$ cat src/rtl/sram_arbiter.sv
// rtl/sram_arbiter.sv - two-requester round-robin SRAM arbiter with ordered read return and parity check
module sram_arbiter #(
    parameter int MEM_WIDTH    = 16,
    parameter int ADDR_SIZE    = 10,
    parameter int RD_LAT       = 2,
    parameter int PARITY_CHECK = 1
) (
    input  logic                 clk,
    input  logic                 rst,
    input  logic                 a_req,
    input  logic                 a_we,
    input  logic [ADDR_SIZE-1:0] a_addr,
    input  logic [MEM_WIDTH-1:0] a_wdata,
    output logic                 a_gnt,
    output logic                 a_rvalid,
    output logic [MEM_WIDTH-1:0] a_rdata,
    input  logic                 b_req,
    input  logic                 b_we,
    input  logic [ADDR_SIZE-1:0] b_addr,
    input  logic [MEM_WIDTH-1:0] b_wdata,
    output logic                 b_gnt,
    output logic                 b_rvalid,
    output logic [MEM_WIDTH-1:0] b_rdata,
    output logic [MEM_WIDTH-1:0] sram_din,
    output logic [ADDR_SIZE-1:0] sram_addr,
    output logic                 sram_wr_en,
    output logic                 sram_rd_en,
    output logic                 sram_blk_select,
    output logic                 sram_addr_en,
    output logic                 sram_dout_en,
    input  logic [MEM_WIDTH-1:0] sram_dout,
    input  logic                 sram_parity,
    output logic                 parity_err,
    output logic [7:0]           err_cnt
);

    logic                 r_prio;
    logic                 r_blk, r_wr, r_rd, r_en;
    logic [ADDR_SIZE-1:0] r_addr;
    logic [MEM_WIDTH-1:0] r_din;
    logic [RD_LAT:0]      r_vld;
    logic [RD_LAT:0]      r_own;
    logic [MEM_WIDTH-1:0] r_a_rdata, r_b_rdata;
    logic [7:0]           r_err_cnt;

    logic                 w_a_gnt, w_b_gnt, w_any_gnt, w_we, w_rd_gnt;
    logic [ADDR_SIZE-1:0] w_addr;
    logic [MEM_WIDTH-1:0] w_wdata;
    logic                 w_hit, w_a_hit, w_b_hit, w_par_err;

    // r_prio = 1 means B wins a tie
    always_comb begin
        w_a_gnt   = ~rst & a_req & (~b_req | ~r_prio);
        w_b_gnt   = ~rst & b_req & (~a_req | r_prio);
        w_any_gnt = w_a_gnt | w_b_gnt;
        w_we      = w_a_gnt ? a_we    : b_we;
        w_addr    = w_a_gnt ? a_addr  : b_addr;
        w_wdata   = w_a_gnt ? a_wdata : b_wdata;
        w_rd_gnt  = w_any_gnt & ~w_we;
    end

    always_ff @(posedge clk) begin
        if (rst) begin
            r_prio <= 1'b0;
            r_blk  <= 1'b0;
            r_wr   <= 1'b0;
            r_rd   <= 1'b0;
            r_en   <= 1'b0;
            r_addr <= '0;
            r_din  <= '0;
        end else begin
            if (w_a_gnt)
                r_prio <= 1'b1;
            else if (w_b_gnt)
                r_prio <= 1'b0;
            r_blk <= w_any_gnt;
            r_wr  <= w_any_gnt & w_we;
            r_rd  <= w_rd_gnt;
            r_en  <= 1'b1;
            if (w_any_gnt)
                r_addr <= w_addr;
            if (w_any_gnt && w_we)
                r_din <= w_wdata;
        end
    end

    // Owner tag (1 = B) travels with each read so returns are steered in grant order
    always_ff @(posedge clk) begin
        if (rst) begin
            r_vld <= '0;
            r_own <= '0;
        end else begin
            r_vld <= {r_vld[RD_LAT-1:0], w_rd_gnt};
            r_own <= {r_own[RD_LAT-1:0], w_b_gnt};
        end
    end

    always_comb begin
        w_hit     = r_vld[RD_LAT];
        w_a_hit   = w_hit & ~r_own[RD_LAT];
        w_b_hit   = w_hit & r_own[RD_LAT];
        w_par_err = (PARITY_CHECK != 0) & w_hit & ((^sram_dout) != sram_parity);
    end

    always_ff @(posedge clk) begin
        if (rst) begin
            r_a_rdata <= '0;
            r_b_rdata <= '0;
            r_err_cnt <= 8'd0;
        end else begin
            r_a_rdata <= a_rdata;
            r_b_rdata <= b_rdata;
            if (w_par_err && r_err_cnt != 8'hFF)
                r_err_cnt <= r_err_cnt + 8'd1;
        end
    end

    assign a_gnt           = w_a_gnt;
    assign b_gnt           = w_b_gnt;
    assign a_rvalid        = w_a_hit;
    assign b_rvalid        = w_b_hit;
    assign a_rdata         = w_a_hit ? sram_dout : r_a_rdata;
    assign b_rdata         = w_b_hit ? sram_dout : r_b_rdata;
    assign sram_din        = r_din;
    assign sram_addr       = r_addr;
    assign sram_wr_en      = r_wr;
    assign sram_rd_en      = r_rd;
    assign sram_blk_select = r_blk;
    assign sram_addr_en    = r_en;
    assign sram_dout_en    = r_en;
    assign parity_err      = w_par_err;
    assign err_cnt         = r_err_cnt;

endmodule

$ cat config.mk
export PLATFORM = sky130hd
export DESIGN_NAME = sram_arbiter
export DESIGN_NICKNAME = d
export VERILOG_FILES = /design/src/rtl/sram_arbiter.sv
export SDC_FILE = /design/constraint.sdc
export NUM_CORES = 1
export LEC_CHECK = 0
export CAP_MARGIN = 20
export CORE_ASPECT_RATIO = 0.5
export CORE_MARGIN = 2
export CORE_UTILIZATION = 44
export CTS_CLUSTER_DIAMETER = 30
export DETAILED_ROUTE_END_ITERATION = 10
export PLACE_DENSITY = 0.88
export SLEW_MARGIN = 20
export SYNTH_ARGS = -nofsm -noshare
export SYNTH_HDL_FRONTEND = slang
export SYNTH_SLANG_ARGS = --single-unit
$ cat constraint.sdc
create_clock -name clk -period 4.25 [get_ports clk]
set_clock_uncertainty 0.05 [all_clocks]
set_input_delay 0.6375 -clock clk [delete_from_list [all_inputs] [get_ports clk]]
set_output_delay 0.6375 -clock clk [all_outputs]
set_load 0.01 [all_outputs]
# Word level (Yosys, flattened, before mapping)
# Index checks and enable logic that the tools add are counted.
# totals
ramBits,0
input_bits,75
n_memories,0
mem_bits_ro,0
ff_bits,77
latch_bits,0
out_inout_bits,76
elab_cells,45
# classes
multipliers,0
eq_ne,2
shifts,0
n_mux,8
reduce_logical,4
bitwise,18
n_div,0
magnitude_cmp,0
addsub,1
# ops
cell,count
$mux W16,3
$reduce_xor A16 Y1,1
$mux W10,1
$and A1 B1 Y1,9
$add A8 B1 Y8 const B,1
$ne A8 B8 Y1 const B,1
$not A1 Y1,6
$mux W1,4
$or A1 B1 Y1,3
$logic_and A1 B1 Y1,2
$reduce_bool A2 Y1,1
$ne A1 B1 Y1,1

# Logic depth before layout (Yosys ltp)
# Gate-level depths: netlist of the first run.
# logic_depth
depth_word,6
depth_mapped,8
ltp_nobuf,7

# Worst setup path before layout of the first run
# No wires, ideal clock.
# synth_path
path_kind,input to output
from,in sram_dout[6]
to,out parity_err
path_buffers,0
slack_ns,1.789
cell_stages,5
required_ns,3.562
t_arrival_ns,1.774
cell_sequence,xnor2_1 > xnor2_2 > xnor3_2 > xor2_1 > nor2b_1
# synth_via
elab_chain_len,3
# synth_rtl
element,line,rtl
from (decl),31,"input logic [MEM_WIDTH-1:0] sram_dout,"
$reduce_xor A16 Y1,102,w_par_err = (PARITY_CHECK != 0) & w_hit & ((^sram_dout) != sram_parity);
$ne A1 B1 Y1,102,
$and A1 B1 Y1,102,
to (decl),33,"output logic parity_err,"
# No other way between the ends.

# Worst setup path after layout of the first run
# layout_path
from,in sram_dout[0]
to,out parity_err
# Same word-level chain as after synthesis.

==> run summary, run 1 <==
Die Area = 7970 um2
Worst-path clk slew = 60 ps
Layout Cells excl Fill = 568
Hold Vio Cnt, Final = 0
Net Switching = 415 uW
Post-synth ARST share = 0%
VDD IR max = 0.252 mV
Hold WC Path Type = register to register
die width = 124 um
setup repair bufs after CTS = 0
CTS Buf Count = 9
commonest non-fill, non-tap cells in the layout = 150 x clkdlybuf4s50_1, 76 x dfxtp_1, 37 x nand2_1
crit start category = input port
Crit path buffers/inverters = 2
status = finished clean
WL/cell = 14.1 um
Lkg Pwr = 2.02 nW
port buffer count = 150
synthesis warning total = 0
Max clock buf depth = 2
worst path required time = 3560 ps
min cycle time layout = 3570 ps
utilization after layout = 74.6%
Area Growth Syn to Fin = 60.1%
diode count = 0
fraction of layout cells with a size suffix above 1 = 12.0%
gr ovfl total = 0
Seq pwr share = 40.4%
Nets = 547
maxcap violations = 0
EDFF count, synth = 0
Clk pwr share = 43.7%
Chip Height = 64.1 um
routability cong. = 0.762
fmax = 280 MHz
internal power = 1.45 mW
power share of the combinational group = 15.8%
fillcell total = 485
CTS tree = yes
RSZ-0062 raised after global routing = no
IO Count = 151
residual DRC count = 0
commonest non-fill, non-tap cell in the layout = clkdlybuf4s50_1
via-per-instance ratio = 4.94
Post-Syn Area = 3180 um2
relative slew slack = 42.6%
Vias = 2808
post-synthesis sequential area ratio = 47.8%
Setup WS pre-CTS = 673 ps
worst slew pin tran = 861 ps
CP Class = input port to output pin
post-synthesis cell type count = 37
Top delay family on crit path = buffers and inverters
power density cells = 365 nW/um2
crit-path max FO = 3
largest net degree at the start of global routing = 40
Worst R2R Start = r_prio
Min-Delay Startpoint = r_own[0]
ANT nets after route = 0
# hold bufs at CTS = 0
Top FF cell, synth = dfxtp_1
cts repair resizes = 0
Pins Over Slew Limit = 0
synthesized instance count = 324
Detailed Route WL = 7980 um
dpl cells = 552
Critical Path, Cell by Cell = clkdlybuf4s50_1, xor2_1, xnor2_1, xnor3_2, xor2_1, nor2b_1, clkdlybuf4s50_1
CP Capture Type = output pin
Root Driver = clkbuf_16
Clock Sinks = 76
Final period util = 84.0%
Initial Utilization = 46.6%
Critical Path Source = sram_dout[0]
initial antenna violation count = 0
core region area = 6830 um2
syn_area_per_cell = 9.82 um2
Detailed Place HPWL = 5680 um
Arr. time, crit path = 2880 ps
Final WS setup = 678 ps
Worst-Skew Late Latency = 320 ps
Overall Global Routing Usage = 20.7%
Post-Syn Nets = 400
CP max-delay cell = clkdlybuf4s50_1
setup TNS = 0 ps
Std-Cell Rows = 21
htree depth = 3
Final Hold Slack = 391 ps
Seq cells post-synth = 76
first-pass GRT wire length = 13200 um
Net Sw Frac = 22.3%
CP peak stage delay = 550 ps
Initial DRT Pass Iterations = 4
initial DRC count = 158
setup-violating endpoint count in the final report = 0
vias in the first global route = 2745
## stage by stage
stage / total power [mW] / area (um2)
after CTS: 1.88 / 5090
final: 1.86 / 5090
after global placement: 1.06 / 4770
after floorplan: 0.905 / 3180
after detailed placement: 1.06 / 4770
after global routing: 1.94 / 5090
## worst register-to-register path, stage by stage, from the launching register on
cell,delay [ps]
dfxtp_1,320
a21oi_1,160
nand2_1,100
inv_1,290
mux2i_1,170
nor2_2,300
buf_4,340
nor2_1,70
a311oi_1,260
## kinds of logic after synthesis
family / count (synthesis) / synth area share (%)
adders and majority gates: 1 / 0.393
buffers and inverters: 28 / 3.46
and+or+nand+nor: 123 / 18.7
muxes: 40 / 14.0
DFF: 76 / 47.8
xor gates and xnor gates: 15 / 5.27
AOI/OAI and AO/OA: 41 / 10.3
## Yosys cell counts (2+ instances only)
cell      count  area share [%]
dfxtp_1      76              48
nand2_1      37             4.4
and2_1       36             7.1
mux2_2       32              11
nor2_1       31             3.7
a311oi_1     17             4.7
clkbuf_1     17             2.0
inv_1         8            0.94
xnor2_1       8             2.2
mux2i_1       7             2.2
a222oi_1      6             1.9
nand3_1       5            0.79
nor2b_1       5            0.98
a211oi_1      4            0.94
a21oi_1       4            0.63
xor2_1        4             1.1
o21ai_0       3            0.47
or3_1         3            0.59
nand3b_1      2            0.47
nand4_1       2            0.39
## cell type report
| type | instances | area (um2) | area share, % |
|---|---|---|---|
| multi-input combinational | 220 | 1550 | 30.5 |
| timing repair buffer | 156 | 1550 | 30.4 |
| sequential | 76 | 1520 | 29.9 |
| clock buffer | 11 | 243 | 4.77 |
| tap | 92 | 115 | 2.26 |
| clock inverter | 5 | 85.1 | 1.67 |
| inverter | 8 | 30.0 | 0.590 |
## registers in the layout (all words and copies together), names as in the netlist
register	cells
r_own	3
err_cnt	8
r_vld	3
sram_blk_select	1
sram_addr	10
r_b_rdata	16
sram_addr_en	1
r_prio	1
sram_din	16
r_a_rdata	16
sram_wr_en	1
## power groups by stage
stage          Sequential (mW)  Clock, mW  Combinational [mW]
2_1_floorplan            0.777          0               0.128
3_3_place_gp             0.767          0               0.290
3_5_place_dp             0.768          0               0.292
4_1_cts                  0.752      0.831               0.297
5_1_grt                  0.755      0.865               0.319
6_report                 0.752      0.813               0.295
## final timing paths
path                      end  cells past startpoint  slack [ps]
setup / recovery   parity_err                      7         680
setup reg to reg  sram_din[8]                      8        2080
hold / removal       r_own[1]                      1         390
hold reg to reg      r_own[1]                      1         390
## routing by layer
| layer | up-vias | global-route usage (%) | part of all wire [%] |
|---|---|---|---|
| met5 | - | 0 | 0 |
| met4 | 0 | 6.46 | 0.81 |
| met3 | 4 | 6.03 | 5.1 |
| met2 | 78 | 36.7 | 49 |
| met1 | 1311 | 24.6 | 45 |
| li1 | 1415 | - | - |
No activity file was read; power rests on OpenSTA's default activity.
==> inputs of run 2 (changes only) <==
--- a/config.mk
+++ b/config.mk
@@ -8,10 +8,10 @@
 export CAP_MARGIN = 20
 export CORE_ASPECT_RATIO = 0.5
 export CORE_MARGIN = 2
-export CORE_UTILIZATION = 44
+export CORE_UTILIZATION = 37
 export CTS_CLUSTER_DIAMETER = 30
 export DETAILED_ROUTE_END_ITERATION = 10
-export PLACE_DENSITY = 0.88
+export PLACE_DENSITY = 0.8
 export SLEW_MARGIN = 20
 export SYNTH_ARGS = -nofsm -noshare
 export SYNTH_HDL_FRONTEND = slang
==> constraint.sdc (replaced) <==
create_clock -name clk -period 3.2 [get_ports clk]
set_clock_uncertainty 0.05 [all_clocks]
set_input_delay 0.48 -clock clk [delete_from_list [all_inputs] [get_ports clk]]
set_output_delay 0.48 -clock clk [all_outputs]
set_load 0.01 [all_outputs]
==> run 2 against run 1 <==
Clock-buffer cell count shrank 1. Setup slack lost 300 ps. Critical path depth shrank 4. Critical path type is now register to output pin. Largest cell class is now non-clock buffers. Largest power group is now registers.
==> run summary, run 2 (same netlist as run 1, synthesis figures left out) <==
R2R setup slack = 1200 ps (-880 ps)
core region area = 8170 um2 (+20%)
Overall Global Routing Usage = 17.9% (-2.8 points)
fraction of layout cells with a size suffix above 1 = 13.1% (+1.1 points)
commonest non-fill, non-tap cell in the layout = clkdlybuf4s50_1
routability cong. = 0.773 (+1.5%)
Max clock buf depth = 2 (unchanged)
power density cells = 456 nW/um2 (+25%)
Worst R2R Start = r_prio
Vias = 2810 (+0.071%)
utilization after layout = 62.7% (-12 points)
Register Area = 1520 um2 (unchanged)
hold endpoint = r_own[1]
first-pass GRT wire length = 13300 um (+0.99%)
RSZ-0062 raised after global routing = no
# hold bufs at CTS = 0 (unchanged)
Post-DP Area = 4830 um2 (+1.4%)
dpl cells = 576 (+4.3%)
Clock Sinks = 76 (unchanged)
WL/cell = 14.2 um (+0.97%)
fmax = 354 MHz
Std-Cell Rows = 23 (+9.5%)
residual DRC count = 0 (unchanged)
worst slew pin tran = 866 ps (+5.53 ps)
crit-path max FO = 17 (+14)
htree depth = 3 (unchanged)
Detailed Route WL = 8420 um (+5.4%)
worst path required time = 2670 ps (-890 ps)
Detailed Place HPWL = 6110 um (+7.5%)
Worst Hold Depth = 1 (unchanged)
Nets = 552 (+0.91%)
Final WS setup = 374 ps (-304 ps)
die width = 135 um (+8.8%)
Hold WC Path Type = register to register
Setup WS pre-CTS = -10.2 ps (-683 ps)
initial DRC count = 106 (-33%)
cells on worst reg2reg path = 8 (unchanged)
Final Hold Slack = 385 ps (-5.62 ps)
Initial DRT Pass Iterations = 6 (+2)
commonest non-fill, non-tap cells in the layout = 149 x clkdlybuf4s50_1, 76 x dfxtp_1, 37 x nand2_1
min cycle time layout = 2830 ps
largest net degree at the start of global routing = 39 (-2.5%)
fillcell total = 725 (+49%)
gr ovfl total = 0 (unchanged)
Root Driver = clkbuf_16
Area Growth Syn to Fin = 61.0%
setup-violating endpoint count in the final report = 0 (unchanged)
CP Class = register to output pin
Min-Delay Startpoint = r_own[0]
status = finished clean
Lkg Pwr = 2.05 nW (+1.5%)
cell area after layout = 5120 um2 (+0.54%)
IO Count = 151 (unchanged)
CTS Buf Count = 9 (unchanged)
Layout Cells excl Fill = 593 (+4.4%)
vias in the first global route = 2773 (+1.0%)
via-per-instance ratio = 4.74 (-4.1%)
Final period util = 88.3%
port buffer count = 150 (unchanged)
initial antenna violation count = 0 (unchanged)
Crit Reg-Reg Endpoint = sram_din[3]
maxcap violations = 0 (unchanged)
Die Area = 9400 um2 (+18%)
Hold Vio Cnt, Final = 0 (unchanged)
relative slew slack = 42.2% (-0.37 points)
Pins Over Slew Limit = 0 (unchanged)
ANT nets after route = 0 (unchanged)
Worst-path clk slew = 60 ps (about the same)
area taken by multi-input logic gates = 1560 um2 (+0.48%)
diode count = 0 (unchanged)
CP Capture Type = output pin
Chip Height = 69.6 um (+8.5%)
crit start category = register
CTS tree = yes
Worst-Skew Late Latency = 330 ps (about the same)
Arr. time, crit path = 2300 ps (-580 ps)
Initial Utilization = 38.9% (-7.6 points)
VDD IR max = 0.312 mV (+24%)
[run 2: cell types whose count changed in the layout (fill, tap and decap cells not counted), sizes merged]
| cell | delta |
|---|---|
| clkinv | +4 |
| buf | +5 |
| clkbuf | -1 |
| clkinvlp | -1 |
| dlymetal6s2s | +1 |
| clkdlybuf4s50 | -1 |
| bufinv | -2 |
[run 2: timing repair]
action                     4_1_cts  5_1_grt
buffers inserted                 1        0
pin swaps                        1        0
setup endpoints to repair        1        1
gates resized for setup          0        2
[run 2: how the worst max path moves through the flow]
| stage | from | cells after the start | endpoint |
|---|---|---|---|
| after floorplan | sram_dout[6] | 5 | parity_err |
| after global placement | sram_dout[0] | 7 | parity_err |
| after detailed placement | sram_dout[15] | 7 | parity_err |
| after CTS | sram_dout[4] | 7 | parity_err |
| after global routing | r_vld[2] | 3 | a_rdata[13] |
| final | r_vld[2] | 3 | a_rdata[13] |
[run 2: power breakdown]
group	switching (mW)	internal [mW]
registers	0.0166	0.983
logic	0.166	0.257
clock network	0.391	0.525
total	0.573	1.76
[run 2: critical path: stages (launching register included)]
cell	delay (ps)
dfxtp_1	460
nand2b_1	520
mux2_2	490
clkdlybuf4s50_1	500
[run 2: area by class of cell]
cell class | count | area share (%)
Clock buffer | 10 | 4.47
Timing Repair Buffer | 161 | 31.2
Sequential cell | 76 | 29.7
Inverter | 8 | 0.586
Clock inverter | 6 | 0.806
Multi-Input combinational cell | 220 | 30.5
Tap cell | 112 | 2.74
[run 2: routing by layer]
layer	share of wire (%)	GRT usage, %	wire [um]	vias to the layer above
li1	-	-	-	1424
met1	43	21.0	3650	1284
met2	50	31.4	4170	86
met3	5.3	5.12	447	16
met4	1.8	6.48	148	0
met5	0	0	0	-
[run 2: per-stage QoR]
stage	setup TNS (ps)	power, mW
floorplan	0	1.20
global placement	-22.7	1.43
detailed placement	-10.2	1.43
CTS	0	2.36
global route	0	2.44
finish	0	2.34
